$ cat src/rtl/dtack_generator_if.sv
// dtack_generator_if: 68000-side bus bundle for the DTACK generator.
// master = CPU/decoder side, slave = dtack_generator.
interface dtack_generator_if;
    logic       AS_IN;
    logic       RW_IN;
    logic       SEL_IN;
    logic [3:0] WAIT_IN;
    logic       EXECUTE_IN;
    logic       DTACK_OUT;
    logic       BERR_OUT;
    logic       RD_OUT;
    logic       WR_OUT;
    logic       BUSY_OUT;

    modport master (
        output AS_IN, RW_IN, SEL_IN, WAIT_IN, EXECUTE_IN,
        input  DTACK_OUT, BERR_OUT, RD_OUT, WR_OUT, BUSY_OUT
    );

    modport slave (
        input  AS_IN, RW_IN, SEL_IN, WAIT_IN, EXECUTE_IN,
        output DTACK_OUT, BERR_OUT, RD_OUT, WR_OUT, BUSY_OUT
    );
endinterface

$ cat src/rtl/dtack_generator.sv
// dtack_generator: 68000 DTACK/BERR generator with wait states and step gate.
// Ports: MCLK_IN clock, RESET_IN async active-high reset, bus (slave):
//   AS_IN, RW_IN, SEL_IN, WAIT_IN[3:0], EXECUTE_IN in;
//   DTACK_OUT, BERR_OUT (active-low), RD_OUT, WR_OUT, BUSY_OUT out.
// Option: define DTACK_BERR_TIMEOUT_EN for the bus-error timeout path.
module dtack_generator #(
    parameter int SYNC_STAGES = 2,
    parameter int TIMEOUT     = 1023
) (
    input  logic         MCLK_IN,
    input  logic         RESET_IN,
    dtack_generator_if.slave bus
);
    typedef enum logic [2:0] {
        S_IDLE,
        S_WAIT,
        S_ACK,
        S_BERR,
        S_RELEASE
    } state_t;

    state_t state_q, state_d;

    logic [SYNC_STAGES-1:0] sync_q;
    logic                   ass;
    logic                   exec_q;
    logic [3:0]             cnt_q, cnt_d;
    logic                   rw_q, rw_d;
    logic                   unmap_q, unmap_d;
    logic                   dtack_q, dtack_d;
    logic                   rd_q, rd_d;
    logic                   wr_q, wr_d;
    logic                   busy_q, busy_d;
    logic                   strb;

`ifdef DTACK_BERR_TIMEOUT_EN
    localparam logic [9:0] TMO_LAST = 10'(TIMEOUT - 1);
    logic [9:0] tmo_q, tmo_d;
    logic       berr_q, berr_d;
`endif

    assign ass = sync_q[SYNC_STAGES-1];

    always_ff @(posedge MCLK_IN or posedge RESET_IN) begin
        if (RESET_IN) begin
            sync_q  <= '1;
            exec_q  <= 1'b0;
            state_q <= S_IDLE;
            cnt_q   <= '0;
            rw_q    <= 1'b0;
            unmap_q <= 1'b0;
            dtack_q <= 1'b1;
            rd_q    <= 1'b0;
            wr_q    <= 1'b0;
            busy_q  <= 1'b0;
`ifdef DTACK_BERR_TIMEOUT_EN
            tmo_q   <= '0;
            berr_q  <= 1'b1;
`endif
        end else begin
            sync_q  <= {sync_q[SYNC_STAGES-2:0], bus.AS_IN};
            exec_q  <= bus.EXECUTE_IN;
            state_q <= state_d;
            cnt_q   <= cnt_d;
            rw_q    <= rw_d;
            unmap_q <= unmap_d;
            dtack_q <= dtack_d;
            rd_q    <= rd_d;
            wr_q    <= wr_d;
            busy_q  <= busy_d;
`ifdef DTACK_BERR_TIMEOUT_EN
            tmo_q   <= tmo_d;
            berr_q  <= berr_d;
`endif
        end
    end

    always_comb begin
        state_d = state_q;
        cnt_d   = cnt_q;
        rw_d    = rw_q;
        unmap_d = unmap_q;
`ifdef DTACK_BERR_TIMEOUT_EN
        tmo_d   = tmo_q;
`endif
        unique case (state_q)
            S_IDLE: begin
                if (!ass) begin
                    state_d = S_WAIT;
                    rw_d    = bus.RW_IN;
                    unmap_d = !bus.SEL_IN;
                    cnt_d   = bus.SEL_IN ? bus.WAIT_IN : 4'd15;
`ifdef DTACK_BERR_TIMEOUT_EN
                    tmo_d   = '0;
`endif
                end
            end
            S_WAIT: begin
                // An AS negation aborts the cycle before any gating.
                if (ass) begin
                    state_d = S_IDLE;
                end else if (exec_q) begin
                    if (cnt_q == 4'd0) begin
`ifdef DTACK_BERR_TIMEOUT_EN
                        state_d = unmap_q ? S_BERR : S_ACK;
`else
                        state_d = S_ACK;
`endif
                    end else begin
                        cnt_d = cnt_q - 4'd1;
`ifdef DTACK_BERR_TIMEOUT_EN
                        if (tmo_q == TMO_LAST) begin
                            state_d = S_BERR;
                        end else begin
                            tmo_d = tmo_q + 10'd1;
                        end
`endif
                    end
                end
            end
            S_ACK: begin
                if (ass) begin
                    state_d = S_IDLE;
                end
            end
            S_BERR: begin
                if (ass) begin
                    state_d = S_RELEASE;
                end
            end
            S_RELEASE: begin
                state_d = S_IDLE;
            end
            default: begin
                state_d = S_IDLE;
            end
        endcase

        // Outputs are registered from the next state so they change on
        // the same edge as the state and never glitch.
        strb    = (state_d == S_WAIT || state_d == S_ACK) && !unmap_d;
        busy_d  = (state_d != S_IDLE);
        dtack_d = (state_d != S_ACK);
        rd_d    = strb && rw_d;
        wr_d    = strb && !rw_d;
`ifdef DTACK_BERR_TIMEOUT_EN
        berr_d  = (state_d != S_BERR);
`endif
    end

    assign bus.DTACK_OUT = dtack_q;
    assign bus.RD_OUT    = rd_q;
    assign bus.WR_OUT    = wr_q;
    assign bus.BUSY_OUT  = busy_q;
`ifdef DTACK_BERR_TIMEOUT_EN
    assign bus.BERR_OUT  = berr_q;
`else
    assign bus.BERR_OUT  = 1'b1;
`endif
endmodule

$ cat src/flat_wrapper.sv
// flat-port wrapper written by rule: the top's interface ports become plain ports
module dtack_generator_flat 
#(
    parameter int SYNC_STAGES = 2,
    parameter int TIMEOUT     = 1023
)
  (MCLK_IN, RESET_IN, bus_AS_IN, bus_RW_IN, bus_SEL_IN, bus_WAIT_IN, bus_EXECUTE_IN, bus_DTACK_OUT, bus_BERR_OUT, bus_RD_OUT, bus_WR_OUT, bus_BUSY_OUT);
  dtack_generator_if bus_i ();
  input  logic MCLK_IN;
  input  logic RESET_IN;
  input wire logic [$bits(bus_i.AS_IN)-1:0] bus_AS_IN;
  input wire logic [$bits(bus_i.RW_IN)-1:0] bus_RW_IN;
  input wire logic [$bits(bus_i.SEL_IN)-1:0] bus_SEL_IN;
  input wire logic [$bits(bus_i.WAIT_IN)-1:0] bus_WAIT_IN;
  input wire logic [$bits(bus_i.EXECUTE_IN)-1:0] bus_EXECUTE_IN;
  output wire logic [$bits(bus_i.DTACK_OUT)-1:0] bus_DTACK_OUT;
  output wire logic [$bits(bus_i.BERR_OUT)-1:0] bus_BERR_OUT;
  output wire logic [$bits(bus_i.RD_OUT)-1:0] bus_RD_OUT;
  output wire logic [$bits(bus_i.WR_OUT)-1:0] bus_WR_OUT;
  output wire logic [$bits(bus_i.BUSY_OUT)-1:0] bus_BUSY_OUT;
  assign bus_i.AS_IN = bus_AS_IN;
  assign bus_i.RW_IN = bus_RW_IN;
  assign bus_i.SEL_IN = bus_SEL_IN;
  assign bus_i.WAIT_IN = bus_WAIT_IN;
  assign bus_i.EXECUTE_IN = bus_EXECUTE_IN;
  assign bus_DTACK_OUT = bus_i.DTACK_OUT;
  assign bus_BERR_OUT = bus_i.BERR_OUT;
  assign bus_RD_OUT = bus_i.RD_OUT;
  assign bus_WR_OUT = bus_i.WR_OUT;
  assign bus_BUSY_OUT = bus_i.BUSY_OUT;
  dtack_generator #(.SYNC_STAGES(SYNC_STAGES), .TIMEOUT(TIMEOUT)) u_core (.MCLK_IN(MCLK_IN), .RESET_IN(RESET_IN), .bus(bus_i));
endmodule
$ cat config.mk
export PLATFORM = sky130hd
export DESIGN_NAME = dtack_generator_flat
export DESIGN_NICKNAME = d
export VERILOG_FILES = /design/src/rtl/dtack_generator_if.sv /design/src/rtl/dtack_generator.sv /design/src/flat_wrapper.sv
export SDC_FILE = /design/constraint.sdc
export NUM_CORES = 1
export LEC_CHECK = 0
export CORE_MARGIN = 3
export CORE_UTILIZATION = 49
export CTS_CLUSTER_SIZE = 28
export DETAILED_ROUTE_END_ITERATION = 16
export PLACE_DENSITY = 0.82
export SLEW_MARGIN = 25
export SYNTH_ARGS = -nofsm -noshare
export SYNTH_HDL_FRONTEND = slang
export SYNTH_SLANG_ARGS = --single-unit
$ cat constraint.sdc
create_clock -name MCLK_IN -period 1.9 [get_ports MCLK_IN]
set_input_delay 0.38 -clock MCLK_IN [delete_from_list [all_inputs] [get_ports MCLK_IN]]
set_output_delay 0.38 -clock MCLK_IN [all_outputs]
set_load 0.01 [all_outputs]
==> run summary, run 1 <==
Setup TNS Final: 0 ns
Clock buffer depth: 2
Vias per cell: 5.72
Slew @ Worst Pin: 0.568 ns
CTS sink count: 16
Register area share after synthesis: 51.7%
CP peak stage delay: 0.52 ns
Final setup vio count: 0
Setup crit start kind: flop
WP data arrival: 1.32 ns
Total CTS buffers: 3
Max reg flops: 4
Syn Nets: 85
Crit. End Element: primary output
Tcrit/Tclk final: 89.5%
Buffers on Ports: 13
Post-layout minimum cycle time: 1.70 ns
Fraction of registers with async set/reset: 100%
Layout Nets: 102
Crit path max-delay family: flip-flops
Pwr/cell area: 1030 nW/um2
CTS tree: done
Share of cells above drive strength 1: 18.9%
Synthesis Warnings: 0
Skew-Pair Late Insertion Delay: 0.28 ns
Hpwl dp: 1150 um
DRT antenna net count: 0
RSZ-0062 raised after global routing: no
Ys flop type: dfrtp_1
Worst hold start: u_core.sync_q[0]
Number of synthesized flops with an enable pin: 0
Fmax achieved: 588 MHz
Post-Syn Area: 782 um2
Hold Path Depth: 0
GRT Util Overall: 17.9%
Number of global-route vias before repair: 587
R2R cell count: 6
Leak: 0.411 nW
DRT Pass-1 Iters: 4
Maximum VDD drop: 0.712 mV
Hold WC Path Type: reg2reg
Final worst setup slack: 0.200 ns
Routability Congestion: 0.850
Initial DRC Count: 9
Synth Register Bits: 16
Synth cell types: 34
Ports: 15
# rows: 13
Die area: 2110 um2
Cells after synthesis: 74
Max-Cap Viols: 0
Largest net degree at the start of global routing: 17
Syn Area/Cell: 10.6 um2
# DRC: 0
Synth top area share: 41.6%
WHS Endpoint: u_core.sync_q[1]
Crit-path max FO: 1
Worst Path Required: 1.52 ns
Hold_buf cts: 0
Crit Reg-Reg Startpoint: u_core.cnt_q[0]
WL/cell: 14.5 um
Core Area: 1400 um2
Max_slew headroom: 62.1%
Top Registers: u_core.cnt_q x4, u_core.state_q x3, u_core.sync_q x2
Via count of the routed design: 601
Die Width: 46.0 um
R2r endpoint: u_core.cnt_q[1]
Crit-path cells: clkdlybuf4s50_1
Max stage delay cell, worst path: dfstp_2
Fin. Hold Viols: 0
Largest area contributor in the netlist: dfrtp_1
WS Path Type: reg2out
CTS clk-pin slew, worst paths: 0.09 ns
Total wire length: 1520 um
Initial core utilization: 55.9%
Top reg by flops: u_core.cnt_q
Final Skew: 0.00785 ns
CTS H-tree depth: 1
CP bufs+invs: 1
Outcome: finished, final reports clean
Top post-synthesis cells by area: dfrtp_1 42%, dfstp_2 10%, nand2b_1 3.2%, o21ai_0 3.2%, or3_4 2.9%
Max Slew Vio Count: 0
First-pass GRT wire length: 2640 um
Inserted Diodes: 0
Place WS: 0.175 ns
Clk root buf: clkbuf_4
Layout area overhead: 23.4%
Initial antenna violation count: 0
Fill count: 113
Die extent in y: 46.0 um
R2r setup slk: 0.25 ns
Grt total ovfl: 0
==> report_power, final <==
part           leakage, nW  internal [W]  total [W]  switching, W
combinational        0.198      0.000159   0.000304      0.000145
clock               0.0210      0.000117   0.000222      0.000106
sequential           0.192      0.000411   0.000470     0.0000592
total                0.411      0.000687   0.000996      0.000310
==> stage by stage <==
| step | area (um2) | util, % | hold WS (ns) | power (W) | std cells |
|---|---|---|---|---|---|
| floorplan | 782 | - | 0.292 | 0.000671 | 74 |
| global placement | 922 | 65.9 | 0.346 | 0.000749 | 101 |
| detailed placement | 922 | 65.9 | 0.351 | 0.000770 | 101 |
| CTS | 958 | 68.5 | 0.365 | 0.000993 | 105 |
| global route | 965 | 69.0 | 0.369 | 0.00106 | 105 |
| finish | 965 | 69.0 | 0.362 | 0.000996 | 105 |
==> how the worst max path moves through the flow <==
stage                   endpoint  cells past startpoint                 start
2_1_floorplan  u_core.bus.RD_OUT                      5     u_core.state_q[1]
3_3_place_gp   u_core.bus.RD_OUT                      5            bus_SEL_IN
3_5_place_dp     u_core.cnt_q[1]                      6       u_core.cnt_q[0]
4_1_cts          u_core.cnt_q[1]                      6       u_core.cnt_q[0]
5_1_grt          u_core.cnt_q[1]                      6       u_core.cnt_q[0]
6_report           bus_DTACK_OUT                      1  u_core.bus.DTACK_OUT
==> Yosys cell counts (all sizes together) (2+ instances only) <==
master  number
a211oi       2
a21oi        4
buf          3
dfrtp       13
dfstp        3
inv          5
nand2        3
nand2b       4
nor2         5
nor3         5
nor3b        2
o21ai        5
or2          2
or3          2
==> placed cells by master, fill, tap and decap left out, types with 2 or more instances in the layout <==
cell             count
or2_2                2
nand2_1              3
a21oi_1              4
inv_1                5
clkbuf_4             3
o21ai_0              5
nor3b_1              2
nor3_1               4
a211oi_1             2
nand2b_1             4
dfrtp_1             13
dfstp_2              3
clkdlybuf4s50_1     13
buf_4                2
nor2_1               4
or3_4                2
==> repair_timing <==
item / 4_1_cts / 5_1_grt
resized for setup: 0 / 1
setup buffers: 0 / 0
endpoints found under the setup margin: 0 / 1
==> cells by family after synthesis <==
group                      after synthesis  share of synthesized area [%]
AOI/OAI and AO/OA                       19                           15.8
adders and majority gates                1                           1.60
buffers and inverters                    8                           5.44
DFF                                     16                           51.7
muxes                                    1                           1.92
other                                    1                          0.480
and+or+nand+nor                         28                           23.0
==> layout make-up <==
| class | count | area [um2] | share of cell area (%) |
|---|---|---|---|
| multi-input combinational | 50 | 342 | 35.4 |
| inverter | 5 | 18.8 | 1.95 |
| timing repair buffer | 15 | 145 | 15.0 |
| tap | 15 | 18.8 | 1.95 |
| clock buffer | 4 | 36.3 | 3.76 |
| sequential | 16 | 404 | 41.9 |
==> per-layer routing <==
layer	routed length (um)	track usage [%]	part of all wire (%)
met5	0	0	0
met3	52	3.56	3.4
met1	696	24.6	46
met4	24	10.2	1.6
met2	750	26.1	49
No activity file was read; power rests on OpenSTA's default activity.
==> run 2, diff against run 1 <==
Settings changed: CORE_UTILIZATION 49 to 45, DONT_BUFFER_PORTS from default to 1, PLACE_DENSITY 0.82 to 0.66, TNS_END_PERCENT from default to 20.
==> run 2 against run 1 <==
Net effect:
- sequential share of layout area grew 7.3 points
- core utilization shrank 17 points
- routed wire length shrank 10%
- sequential power grew 1%
- final area shrank 15%
- die area grew 7.7%
- largest power group unchanged
- sequential cell count is the same
- fmax shrank 2.7%
- first-iteration DRC count grew 22%
==> run summary, run 2 (synthesis results as in run 1) <==
Outcome: finished, final reports clean
Hold_buf cts: 0
Clk root buf: clkbuf_4
Layout Nets: 88
Fill count: 136
Hold WC Path Type: in2async
Clock buffer depth: 2
Fin. Hold Viols: 0
Max-Cap Viols: 0
Number of global-route vias before repair: 479
# rows: 14
Crit-path max FO: 4
# DRC: 0
# Post-CTS Setup Buffers: 0
Net Sw Power: 0.000292 W
Ports: 15
Slew @ Worst Pin: 0.588 ns
Top reg by flops: u_core.cnt_q
Skew-Pair Late Insertion Delay: 0.29 ns
Most frequent cells in the layout: 13 x dfrtp_1, 5 x inv_1, 5 x o21ai_0
Largest net degree at the start of global routing: 17
Fmax achieved: 572 MHz
Die Width: 47.7 um
Max_slew headroom: 60.8%
Clk network pwr share: 24.1%
Non-Filler Instances: 92
Share of power burned in registers: 50.5%
Met2 Track Usage GR: 21.1%
Initial antenna violation count: 0
CTS tree: done
WP data arrival: 1.94 ns
Sw frac: 31.0%
Crit-path cells: inv_1 -> ha_1 -> nor4bb_1 -> nand3b_1 -> a211oi_1 -> a21o_1
Final setup vio count: 0
Worst Path Required: 2.09 ns
Die area: 2270 um2
Max stage delay cell, worst path: nor4bb_1
Met3 usage: 2.26%
Most used routing layer: met2
WL/cell: 14.9 um
Setup crit start kind: flop
R2R cell count: 6
Top Registers: u_core.cnt_q x4, u_core.state_q x3, u_core.sync_q x2
First-pass GRT wire length: 2140 um
WS Path Type: reg2reg
Initial DRC Count: 11
Leak: 0.355 nW
DRT antenna net count: 0
Routability Congestion: 0.748
Hold Worst Slack: 0.0282 ns
Max Slew Vio Count: 0
CTS clk-pin slew, worst paths: 0.10 ns
RSZ-0062 raised after global routing: no
Maximum VDD drop: 0.474 mV
Max reg flops: 4
Initial core utilization: 49.6%
Power Internal: 0.000649 W
Post-CTS sizing: 0
Total wire length: 1370 um
Post-layout minimum cycle time: 1.75 ns
Via count of the routed design: 543
Setup TNS Final: 0 ns
GRT Util Overall: 13.8%
Pwr/cell area: 1140 nW/um2
Total CTS buffers: 3
Crit. End Element: flop
Final Skew: 0.00486 ns
Share of cells above drive strength 1: 19.7%
Layout area overhead: 5.12%
Met1 usage: 19.7%
Die extent in y: 47.7 um
Vias per cell: 5.90
Placed insts: 88
Buffers on Ports: 0
Core Area: 1580 um2
Leading cell type in the layout, fill and taps excluded: dfrtp_1
Inserted Diodes: 0
CTS sink count: 16
CTS H-tree depth: 1
Hpwl dp: 988 um
Final core occ: 52.1%
Comb pwr share: 25.4%
DRT Pass-1 Iters: 4
Grt total ovfl: 0
Tcrit/Tclk final: 92.0%
CP peak stage delay: 0.49 ns
[run 2: power by group through the flow]
| stage | clock network, W | registers, W | logic [W] |
|---|---|---|---|
| global route | 0.000247 | 0.000485 | 0.000271 |
| CTS | 0.000233 | 0.000474 | 0.000240 |
| global placement | 0 | 0.000481 | 0.000232 |
| detailed placement | 0 | 0.000481 | 0.000238 |
| floorplan | 0 | 0.000462 | 0.000209 |
| finish | 0.000226 | 0.000475 | 0.000239 |
[run 2: metal layers]
layer	vias to the layer above	wire, um
li1	265	-
met1	260	640
met2	16	651
met3	2	58
met4	0	17
met5	-	0
[run 2: path summary, 6_finish.rpt]
check,startpoint,endpoint,slack [ns]
hold reg to reg,u_core.sync_q[0],u_core.sync_q[1],0.36
min in group MCLK_IN,bus_AS_IN,u_core.sync_q[0],0.08
setup / recovery,u_core.cnt_q[0],u_core.cnt_q[1],0.15
setup reg to reg,u_core.cnt_q[0],u_core.cnt_q[1],0.15
max in group asynchronous,RESET_IN,u_core.unmap_q,1.49
hold / removal,RESET_IN,u_core.cnt_q[3],0.03
[run 2: area by class of cell]
class	count	area, um2	share of cell area, %
clock buffers	4	36.3	4.41
inverters	5	18.8	2.28
multi-input cells	50	335	40.8
flip-flops and latches	16	404	49.2
well taps	16	20.0	2.44
repair buffers	1	7.51	0.913
[run 2: critical path: cells and delay by family, from the launching register on]
kind	cells	cell delay, ns
compound gates	2	0.23
buf+inv	1	0.09
simple gates	2	0.74
flops	1	0.39
fa+ha+maj	1	0.20
[run 2: metrics by stage]
step | power (W) | area [um2] | setup slack, ns
2_1_floorplan | 0.000671 | 782 | 0.355
3_3_place_gp | 0.000713 | 786 | 0.304
3_5_place_dp | 0.000719 | 786 | 0.257
4_1_cts | 0.000947 | 822 | 0.149
5_1_grt | 0.00100 | 822 | 0.00956
6_report | 0.000940 | 822 | 0.152
